==> src/rtl/param_stack.sv <==
// LIFO stack with registered read port, sticky overflow/underflow flags and
// a push+pop exchange/bypass path. Storage is not reset; only control state is.
module param_stack #(
  parameter int unsigned WIDTH = 4,
  parameter int unsigned DEPTH = 32,
  localparam int unsigned CNT_W = $clog2(DEPTH + 1)
) (
  input  logic             clk,
  input  logic             rst,
  input  logic             push,
  input  logic             pop,
  input  logic             top,
  input  logic             clear,
  input  logic [WIDTH-1:0] din,
  output logic [WIDTH-1:0] dout,
  output logic             valid,
  output logic [CNT_W-1:0] count,
  output logic             empty,
  output logic             full,
  output logic             overflow,
  output logic             underflow
);

  localparam int unsigned AW = $clog2(DEPTH);

  logic [WIDTH-1:0] mem [DEPTH];

  logic [CNT_W-1:0] count_q, count_d;
  logic [WIDTH-1:0] dout_q, dout_d;
  logic             valid_q, valid_d;
  logic             ovf_q, ovf_d;
  logic             unf_q, unf_d;

  logic [CNT_W-1:0] cnt_m1;
  logic [AW-1:0]    top_idx;
  logic [AW-1:0]    wr_idx;
  logic [WIDTH-1:0] rd_data;
  logic             wr_en;
  logic             is_empty;
  logic             is_full;

  assign is_empty = (count_q == '0);
  assign is_full  = (count_q == CNT_W'(DEPTH));
  assign cnt_m1   = count_q - CNT_W'(1);
  // Index is only consumed when the stack is non-empty, so the wrap at zero is harmless.
  assign top_idx  = AW'(cnt_m1);
  assign rd_data  = mem[top_idx];

  // Decode the single operation for this cycle: clear > push/pop > top.
  always_comb begin
    count_d = count_q;
    dout_d  = dout_q;
    valid_d = 1'b0;
    ovf_d   = ovf_q;
    unf_d   = unf_q;
    wr_en   = 1'b0;
    wr_idx  = AW'(count_q);
    if (clear) begin
      count_d = '0;
      dout_d  = '0;
      ovf_d   = 1'b0;
      unf_d   = 1'b0;
    end else if (push && pop) begin
      valid_d = 1'b1;
      if (is_empty) begin
        // Bypass: nothing stored, data passes straight through.
        dout_d = din;
      end else begin
        // Exchange: old top goes out, new word replaces it in place.
        dout_d = rd_data;
        wr_en  = 1'b1;
        wr_idx = top_idx;
      end
    end else if (push) begin
      if (is_full) begin
        ovf_d = 1'b1;
      end else begin
        wr_en   = 1'b1;
        count_d = count_q + CNT_W'(1);
      end
    end else if (pop) begin
      if (is_empty) begin
        unf_d = 1'b1;
      end else begin
        dout_d  = rd_data;
        count_d = cnt_m1;
        valid_d = 1'b1;
      end
    end else if (top) begin
      if (!is_empty) begin
        dout_d  = rd_data;
        valid_d = 1'b1;
      end
    end
  end

  // Control and read-data registers; asynchronous reset clears them immediately.
  always_ff @(posedge clk or negedge rst) begin
    if (!rst) begin
      count_q <= '0;
      dout_q  <= '0;
      valid_q <= 1'b0;
      ovf_q   <= 1'b0;
      unf_q   <= 1'b0;
    end else begin
      count_q <= count_d;
      dout_q  <= dout_d;
      valid_q <= valid_d;
      ovf_q   <= ovf_d;
      unf_q   <= unf_d;
    end
  end

  // Storage array, unreset; writes are suppressed while reset is held.
  always_ff @(posedge clk) begin
    if (wr_en && rst) begin
      mem[wr_idx] <= din;
    end
  end

  assign dout      = dout_q;
  assign valid     = valid_q;
  assign count     = count_q;
  assign empty     = is_empty;
  assign full      = is_full;
  assign overflow  = ovf_q;
  assign underflow = unf_q;

endmodule

==> config.mk <==
export PLATFORM = sky130hd
export DESIGN_NAME = param_stack
export DESIGN_NICKNAME = d
export VERILOG_FILES = /design/src/rtl/param_stack.sv
export SDC_FILE = /design/constraint.sdc
export NUM_CORES = 1
export LEC_CHECK = 0
export ABC_AREA = 1
export CORE_MARGIN = 3
export CORE_UTILIZATION = 50
export DETAILED_ROUTE_END_ITERATION = 8
export PLACE_DENSITY_LB_ADDON = 0.3
export SLEW_MARGIN = 5
export SYNTH_ARGS = -nofsm -noshare
export SYNTH_HDL_FRONTEND = slang
export SYNTH_SLANG_ARGS = --single-unit
export TNS_END_PERCENT = 30
==> constraint.sdc <==
create_clock -name clk -period 3.1 [get_ports clk]
set_input_delay 0.93 -clock clk [delete_from_list [all_inputs] [get_ports clk]]
set_output_delay 0.93 -clock clk [all_outputs]
set_load 0.05 [all_outputs]
After elaboration in Yosys (flattened, before gate mapping)

Memories as Yosys holds them, arrays and structs flattened.
Index checks and enable logic that the tools add are counted.

$add $sub $neg: 2
Equality and inequality tests: 6
Muxes and demuxes: 37
Reduce and logical (&&, ||, !) cells: 13

Operators with widths:

| kind                                              | count |
|---|---|
| two-way mux 6 bit                                 | 6 |
| two-way mux 4 bit                                 | 7 |
| two-way mux 1 bit                                 | 21 |
| two-way mux 5 bit                                 | 3 |
| AND reduction 4 bit                               | 2 |
| nonzero test 2 bit                                | 4 |
| adder 6 x 1 -> 6 bit (second input constant)      | 1 |
| equality test 6 bit (second input constant)       | 1 |
| zero test 6 bit                                   | 1 |
| != test 3 bit (second input constant)             | 2 |
| subtractor 6 x 1 -> 6 bit (second input constant) | 1 |
| nonzero test 4 bit                                | 1 |
| != test 3 x 1 -> 1 bit (second input constant)    | 1 |
| AND reduction 3 bit                               | 1 |
| nonzero test 3 bit                                | 1 |
| logical AND 1 bit                                 | 2 |
| != test 2 x 1 -> 1 bit (second input constant)    | 1 |
| != test 2 bit (second input constant)             | 1 |
| AND reduction 2 bit                               | 1 |

Register bits after elaboration: 13
Bits in writable memories: 128
Input port bits: 10
Output and inout port bits: 15
Word-level logic and storage cells: 64
Memories kept: 1

Memories:

| name | words | bits a word | rd ports | clocked after memory_dff | write ports | line | source |
|---|---|---|---|---|---|---|---|
| mem  | 32    | 4           | 1        | 0                        | 1           | 26   | `logic [WIDTH-1:0] mem [DEPTH];` |

Longest topological paths before layout

Gate-level depths: netlist of the first run.

Depth after elaboration: 8
Gate-level depth with buffers: 15
Depth with buffers taken out: 12

Worst setup path before layout of the first run

Ideal clock, no wire load.

Path type: reg2out
From: register count_q[0], in the netlist count[0]
To: output port empty
Data arrival time: 1.870 ns
Required time: 2.170 ns
Path slack: 0.300 ns
Cell stages (with the launch flop): 7
Path buffers: 2
Cell sequence: dfrtp_1 > inv_2 > buf_2 > buf_2 > ha_1 > nand4_4 > inv_1

Cells in the longest elaborated chain, start to end: 1

Ends and longest elaborated chain:

| what                     | line | source |
|---|---|---|
| start: declaration       | 28   | `logic [CNT_W-1:0] count_q, count_d;` |
| start signal: assignment | 106  | `count_q <= count_d;` |
| zero test 6 bit          | 42   | `assign is_empty = (count_q == '0);` |
| end: declaration         | 18   | `output logic empty,` |

No other way between the ends.

Worst setup path in the final report of the first run

From: register count_q[1], in the netlist count[1]
To: register dout_q[1], in the netlist dout[1]

Cells in the longest elaborated chain, start to end: 8
Elaborated cells on any way between the ends: 10
Classes of those cells: add/sub: 1; mux: 7; reduce/logical: 1; memory: 1

Ends and longest elaborated chain:

| what                      | line   | source |
|---|---|---|
| subtractor 6 x 1 -> 6 bit | 44     | `assign cnt_m1 = count_q - CNT_W'(1);` |
| memory (32 x 4 bit)       | -      |  |
| two-way mux 4 bit         | 82, 90 |  |
| two-way mux 4 bit         | 89     | `end else if (top) begin` |
| two-way mux 4 bit         | 81     | `end else if (pop) begin` |
| two-way mux 4 bit         | 74     | `end else if (push) begin` |
| two-way mux 4 bit *       | 63     | `end else if (push && pop) begin` |
| two-way mux 4 bit *       | 58     | `if (clear) begin` |
| end signal: assignment    | 107    | `dout_q <= dout_d;` |
| end: declaration          | 29     | `logic [WIDTH-1:0] dout_q, dout_d;` |

Mark *: on every way between the ends. The rest lies on a longest branch, timed or not. The select of a mux whose other input is x is not followed.
A chain may end at the register's enable or synchronous reset.

==> run_results.csv, run 1 <==
group,metric,value,unit
outcome,status,"completed",
setup_path,cp.required,3460,ps
setup_path,critical_path.max_stage_delay,560,ps
cells_and_area,n_fill_cell,1021,
setup_path,r2r-start,"count[1]$_DFFE_PN0P_",
floorplanning,core_area,12110,um2
setup_path,critPathLaunchType,"register",
cells_and_area,instances_no_fill,804,
setup_path,reg2reg_to,"dout[1]$_DFFE_PN0P_",
logic_synthesis,synth-seq-cells,141,
timing,fmax,357.0,MHz
setup_path,crit_fanout,20,
logic_synthesis,synth_flop_cell,"edfxtp_1",
setup_path,r2r_slack,300,ps
floorplanning,die_area,13860,um2
floorplanning,fp.dieW,117.7,um
logic_synthesis,yosys_warnings,0,
timing,setup_viol,0,
floorplanning,initial_core_util,51.55,%
clock_network,cts_made_buffers,17,
clock_network,cts-root-buf,"clkbuf_16",
logic_synthesis,avgSynthCellArea,10.64,um2
setup_path,crit_type,"register to register",
cells_and_area,area_delta_synth_final,16.67,%
logic_synthesis,synthesis.nets,600,
clock_network,cts_tree,"yes",
power_and_ir_drop,p_seq_share,37.8,%
route,firstDrtPassIters,5,
power_and_ir_drop,comb_power_share,28.7,%
setup_path,path_cells,"inv_1, ha_1, clkinv_1, buf_4, nand3_1, nand3_1, nand3_1, nand3_1, nand3_1, nand2_1, nand2_1",
route,wl_per_cell,17.58,um
timing,maxSlewViolCount,0,
setup_path,arrival,3160,ps
route,drtIter0Drc,466,
logic_synthesis,synth_top_area_share,61.56,%
timing,min_period_over_period,90.35,%
cells_and_area,n_antenna_cell,0,
timing,clock_skew,11.34,ps
route,drtAntennaViolNets,0,
route,met3WireLength,993,um
clock_network,ctsHoldBuffers,0,
clock_network,htreeDepth,4,
place,hpwl,9278,um
clock_network,clkSinkCount,141,
global_route,grt_pass1_vias,4503,
setup_path,crit_path_top_delay_cell,"ha_1",
worst_hold_path,worst_hold_startpoint,"dout[0]$_DFFE_PN0P_",
clock_network,ctsResizeCount,0,
timing,maxSlewHeadroom,49.62,%
place,dp.cells,772,
setup_path,r2r_cells,11,
route,wirelength,14130,um
global_route,grt-ovfl-total,0,
logic_synthesis,synth_edf_count,128,
route,wl_met1,6081,um
logic_synthesis,synth_top_cell_by_area,"edfxtp_1",
power_and_ir_drop,clock_power_share,33.5,%
cells_and_area,nNetsFinal,636,
global_route,grt_max_degree,69,
logic_synthesis,yosys-top-cells-count,"167 x nand2_1, 131 x nand3_1, 128 x edfxtp_1",
global_route,grt_usage,21.60,%
power_and_ir_drop,ir_drop,0.0005830,V
power_and_ir_drop,p_leak,2.703,nW
global_route,antenna_found_initial,0,
cells_and_area,stdcell_area,7284,um2
place,port_buffers,24,
place,dpl-instance-area,6714,um2
clock_network,path_clk_slew,60,ps
floorplanning,ios,25,
global_route,grt_pass1_wl,22830,um
clock_network,clockBufferDepth,2,
logic_synthesis,synth-seq-area-share,66.77,%
cells_and_area,fin_util,60.14,%
logic_synthesis,synthArstFlopShare,9.220,%
timing,worst_pin_slew,755.8,ps
floorplanning,die_h,117.7,um
power_and_ir_drop,p_per_area,793.6,nW/um2
power_and_ir_drop,intPower,3.818,mW
worst_hold_path,hold-path-endpoint,"dout[0]$_DFFE_PN0P_",
route,top_layer,"met4",
power_and_ir_drop,power.switching,1.963,mW
setup_path,cp_common_cell,"nand3_1",
timing,fin_crit,2801,ps
floorplanning,num_rows,40,
worst_hold_path,holdPathStages,2,
logic_synthesis,ys_types,35,
logic_synthesis,syn_inst,587,
place,gp_congestion,0.8809,
clock_network,postCtsSetupBuffers,0,
route,wl_met2,6635,um
route,drc_errors,0,
clock_network,clock_latency,420,ps
timing,final_hold_viol_count,0,
timing,tns,0,ps
logic_synthesis,ys_top_cells_by_area,"edfxtp_1 62%, nand3_1 11%, nand2_1 10%, dfrtp_1 5.2%, nor2_1 2.9%",
flow_run,maxCapViolations,0,
logic_synthesis,syn_area,6243,um2
setup_path,end_kind,"register",
route,vias_per_cell,5.562,
worst_hold_path,hp-class,"register to register",
logic_synthesis,synth.most_common_cell,"nand2_1",
timing,rsz0062_at_grt,"no",
cells_and_area,layout-drive-gt1-share,11.16,%
route,num_vias,4472,
power_and_ir_drop,p_sw_share,33.96,%
[worst max-delay path: cells and delay by family, from the launching register on]
kind / cells / cell delay [ps]
adders and majority gates: 1 / 560
and+or+nand+nor: 7 / 720
DFF: 1 / 420
buffers and inverters: 3 / 1040
[worst max path at each step]
stage / startpoint / end / cells past startpoint
after global routing: count[1]$_DFFE_PN0P_ / dout[2]$_DFFE_PN0P_ / 11
final: count[1]$_DFFE_PN0P_ / dout[1]$_DFFE_PN0P_ / 11
after global placement: push / mem[17][2]$_DFFE_PP_ / 10
after detailed placement: push / mem[31][1]$_DFFE_PP_ / 7
after floorplan: count[0]$_DFFE_PN0P_ / empty / 6
after CTS: count[1]$_DFFE_PN0P_ / dout[1]$_DFFE_PN0P_ / 11
[registers in the layout, summed over array words and instances (netlist names)]
register,cells
overflow,1
underflow,1
dout,4
mem,128
count,6
valid,1
[area by class of cell]
class | count | area [um2] | area share (%)
sequential | 141 | 4170 | 57.25
multi-input combinational | 396 | 1856 | 25.47
clock buffer | 19 | 432.9 | 5.943
timing repair buffer | 43 | 387.9 | 5.325
tap | 168 | 210.2 | 2.886
clock inverter | 13 | 137.6 | 1.889
inverter | 24 | 90.09 | 1.237
[cells by family after synthesis]
| group | share of synthesized area (%) |
|---|---|
| DFF | 66.77 |
| AOI/OAI and AO/OA | 2.425 |
| and+or+nand+nor | 25.59 |
| xor gates and xnor gates | 1.102 |
| adders and majority gates | 0.6013 |
| buffers and inverters | 3.507 |
[per-stage QoR]
stage | hold slack (ps) | total power [mW] | setup slack (ps)
2_1_floorplan | 634.4 | 3.366 | 299.8
3_3_place_gp | 469.2 | 3.834 | 4.504
3_5_place_dp | 471.5 | 3.871 | -66.16
4_1_cts | 485.2 | 5.799 | 321.1
5_1_grt | 501.9 | 6.061 | 77.92
6_report | 486.7 | 5.781 | 299.1
[power groups by stage]
stage	Clock, mW	Combinational, mW	Sequential (mW)
final	1.94	1.66	2.19
after global routing	2.05	1.82	2.20
after CTS	1.96	1.65	2.19
after detailed placement	0	1.65	2.23
after global placement	0	1.61	2.22
after floorplan	0	0.997	2.37
[cells in the final DEF (no fill, tap or decap), types with 2 or more instances in the layout]
cell,instances
o22ai_1,3
xor2_1,5
edfxtp_1,128
a21oi_1,4
o22ai_2,2
clkbuf_1,2
nand2_2,7
dfrtp_1,12
nand2_1,167
inv_6,3
o21ai_1,2
clkinv_4,2
clkinv_1,2
inv_1,20
o211ai_1,2
nor2_1,48
clkinvlp_4,2
o21ai_0,6
nand4_1,3
clkinv_2,3
ha_1,3
nor2_4,2
nand3_1,131
bufinv_16,2
buf_4,21
clkdlybuf4s50_1,21
clkbuf_16,17
inv_2,3
[per-layer routing]
layer | GRT usage, % | vias up
met3 | 5.526 | 38
met1 | 28.22 | 2150
met2 | 33.96 | 168
li1 | - | 2116
met5 | 0 | -
met4 | 10.33 | 0
(Power assumes the default switching activity.)
==> inputs of run 2 (changes only) <==
--- a/config.mk
+++ b/config.mk
@@ -9,3 +9,3 @@
 export CORE_MARGIN = 3
-export CORE_UTILIZATION = 50
+export CORE_UTILIZATION = 45
 export DETAILED_ROUTE_END_ITERATION = 8
--- a/constraint.sdc
+++ b/constraint.sdc
@@ -3,2 +3,2 @@
 set_output_delay 0.93 -clock clk [all_outputs]
-set_load 0.05 [all_outputs]
+set_load 0.02 [all_outputs]
==> run_results.csv, run 2 (synthesis results as in run 1) <==
group,metric,value,unit
timing,maxSlewViolCount,0,
timing,layout_setup_ws,267.2,ps
global_route,grt-ovfl-total,0,
route,drc_errors,0,
place,hpwl,9964,um
timing,maxSlewHeadroom,52.17,%
global_route,grt_max_degree,70,
timing,fmax,353.0,MHz
setup_path,cp.required,2170,ps
power_and_ir_drop,total_power,5.749,mW
global_route,antenna_found_initial,0,
cells_and_area,layout-drive-gt1-share,11.23,%
power_and_ir_drop,p_per_area,782.5,nW/um2
floorplanning,fp.dieW,123.8,um
global_route,grt_usage,20.88,%
timing,worst_pin_slew,717.5,ps
floorplanning,ios,25,
floorplanning,initial_core_util,46.59,%
flow_run,maxCapViolations,0,
cells_and_area,largest_register_ffs,128,
floorplanning,die_h,123.8,um
timing,setup_viol,0,
cells_and_area,nNetsFinal,641,
place,gp_congestion,0.8653,
clock_network,cts-root-buf,"clkbuf_16",
setup_path,arrival,1900,ps
route,drtIter0Drc,486,
timing,clock_skew,10.83,ps
clock_network,clockBufferDepth,2,
cells_and_area,layout_common_cells,"167 x nand2_1, 131 x nand3_1, 128 x edfxtp_1",
power_and_ir_drop,p_leak,2.752,nW
clock_network,path_clk_slew,60,ps
power_and_ir_drop,ir_drop,0.0004259,V
floorplanning,core_area,13400,um2
clock_network,clock_latency,430,ps
cells_and_area,n_antenna_cell,0,
place,port_buffers,24,
timing,final_hold_viol_count,0,
floorplanning,num_rows,42,
route,wirelength,14980,um
setup_path,critPathLaunchType,"register",
route,wl_per_cell,18.33,um
cells_and_area,area_delta_synth_final,17.68,%
clock_network,cts_tree,"yes",
clock_network,htreeDepth,4,
route,firstDrtPassIters,6,
timing,fin_crit,2833,ps
cells_and_area,instances_no_fill,817,
worst_hold_path,hp-class,"register to register",
global_route,grt_pass1_vias,4391,
cells_and_area,layout_commonest_cell,"nand2_1",
timing,holdWs,479.9,ps
global_route,grt_pass1_wl,23430,um
clock_network,cts_made_buffers,17,
cells_and_area,top_register,"mem",
route,vias_per_cell,5.517,
clock_network,clkSinkCount,141,
floorplanning,die_area,15320,um2
outcome,status,"completed",
setup_path,end_kind,"primary output",
timing,rsz0062_at_grt,"no",
timing,min_period_over_period,91.38,%
place,dp.cells,785,
route,num_vias,4507,
setup_path,crit_type,"register to primary output",
setup_path,crit_fanout,68,
place,pre_cts_slack,-5.715,ps
clock_network,ctsHoldBuffers,0,
route,drtAntennaViolNets,0,
==> run 2: changes by cell type in the layout (fill, tap and decap cells not counted), sizes merged <==
| cell | before | now |
|---|---|---|
| dlymetal6s2s | 0 | 2 |
| buf | 22 | 24 |
| inv | 26 | 23 |
| bufinv | 2 | 3 |
| clkdlybuf4s50 | 21 | 22 |
| clkinv | 7 | 8 |
| clkinvlp | 2 | 3 |
==> run 2: timing repair <==
item,4_1_cts,5_1_grt
buffers inserted,0,0
resized for setup,0,3
endpoints found under the hold margin,0,0
setup endpoints to repair,0,3
==> run 2: cell type report <==
class | instances | area, um2
flip-flops and latches | 141 | 4170
fillers | 1174 | 6053
clock inverters | 13 | 148.9
repair buffers | 48 | 429.2
multi-input cells | 396 | 1856
well taps | 176 | 220.2
inverters | 24 | 90.09
clock buffers | 19 | 432.9
==> run 2: critical path, cell delays in order, from the launching register on <==
cell and delay (ps):
dfrtp_2 370, buf_6 410, clkdlybuf4s50_1 700
==> run 2: layer usage <==
metal  part of all wire (%)  vias up  routed length (um)  GRT usage (%)
li1                       -     2115                   -              -
met1                     43     2191                6376          28.15
met2                     48      164                7136          32.31
met3                    6.4       37                 961          3.996
met4                    3.4        0                 502          10.80
met5                      0        -                   0              0
==> run 2: stage by stage <==
step / TNS (ps) / util (%) / area, um2
global placement: 0 / 50.42 / 6756
global route: 0 / 54.83 / 7347
detailed placement: -34.76 / 50.42 / 6756
floorplan: 0 / - / 6243
finish: 0 / 54.83 / 7347
CTS: 0 / 54.76 / 7338
==> run 2: report_power, final <==
| part | internal, mW | switching [mW] |
|---|---|---|
| Sequential | 2.13 | 0.0574 |
| Combinational | 0.508 | 1.06 |
| Clock | 1.25 | 0.746 |
==> run 2: path summary, 6_finish.rpt <==
check | cells after the start | slack, ps | end | startpoint
max in group asynchronous | 2 | 2020 | count[0]$_DFFE_PN0P_ | rst
setup / recovery | 2 | 270 | count[0] | count[0]$_DFFE_PN0P_
hold reg to reg | 2 | 480 | dout[2]$_DFFE_PN0P_ | dout[2]$_DFFE_PN0P_
hold / removal | 2 | 480 | dout[2]$_DFFE_PN0P_ | dout[2]$_DFFE_PN0P_
setup reg to reg | 9 | 310 | mem[21][0]$_DFFE_PP_ | count[0]$_DFFE_PN0P_
min in group asynchronous | 2 | 900 | underflow$_DFFE_PN0P_ | rst
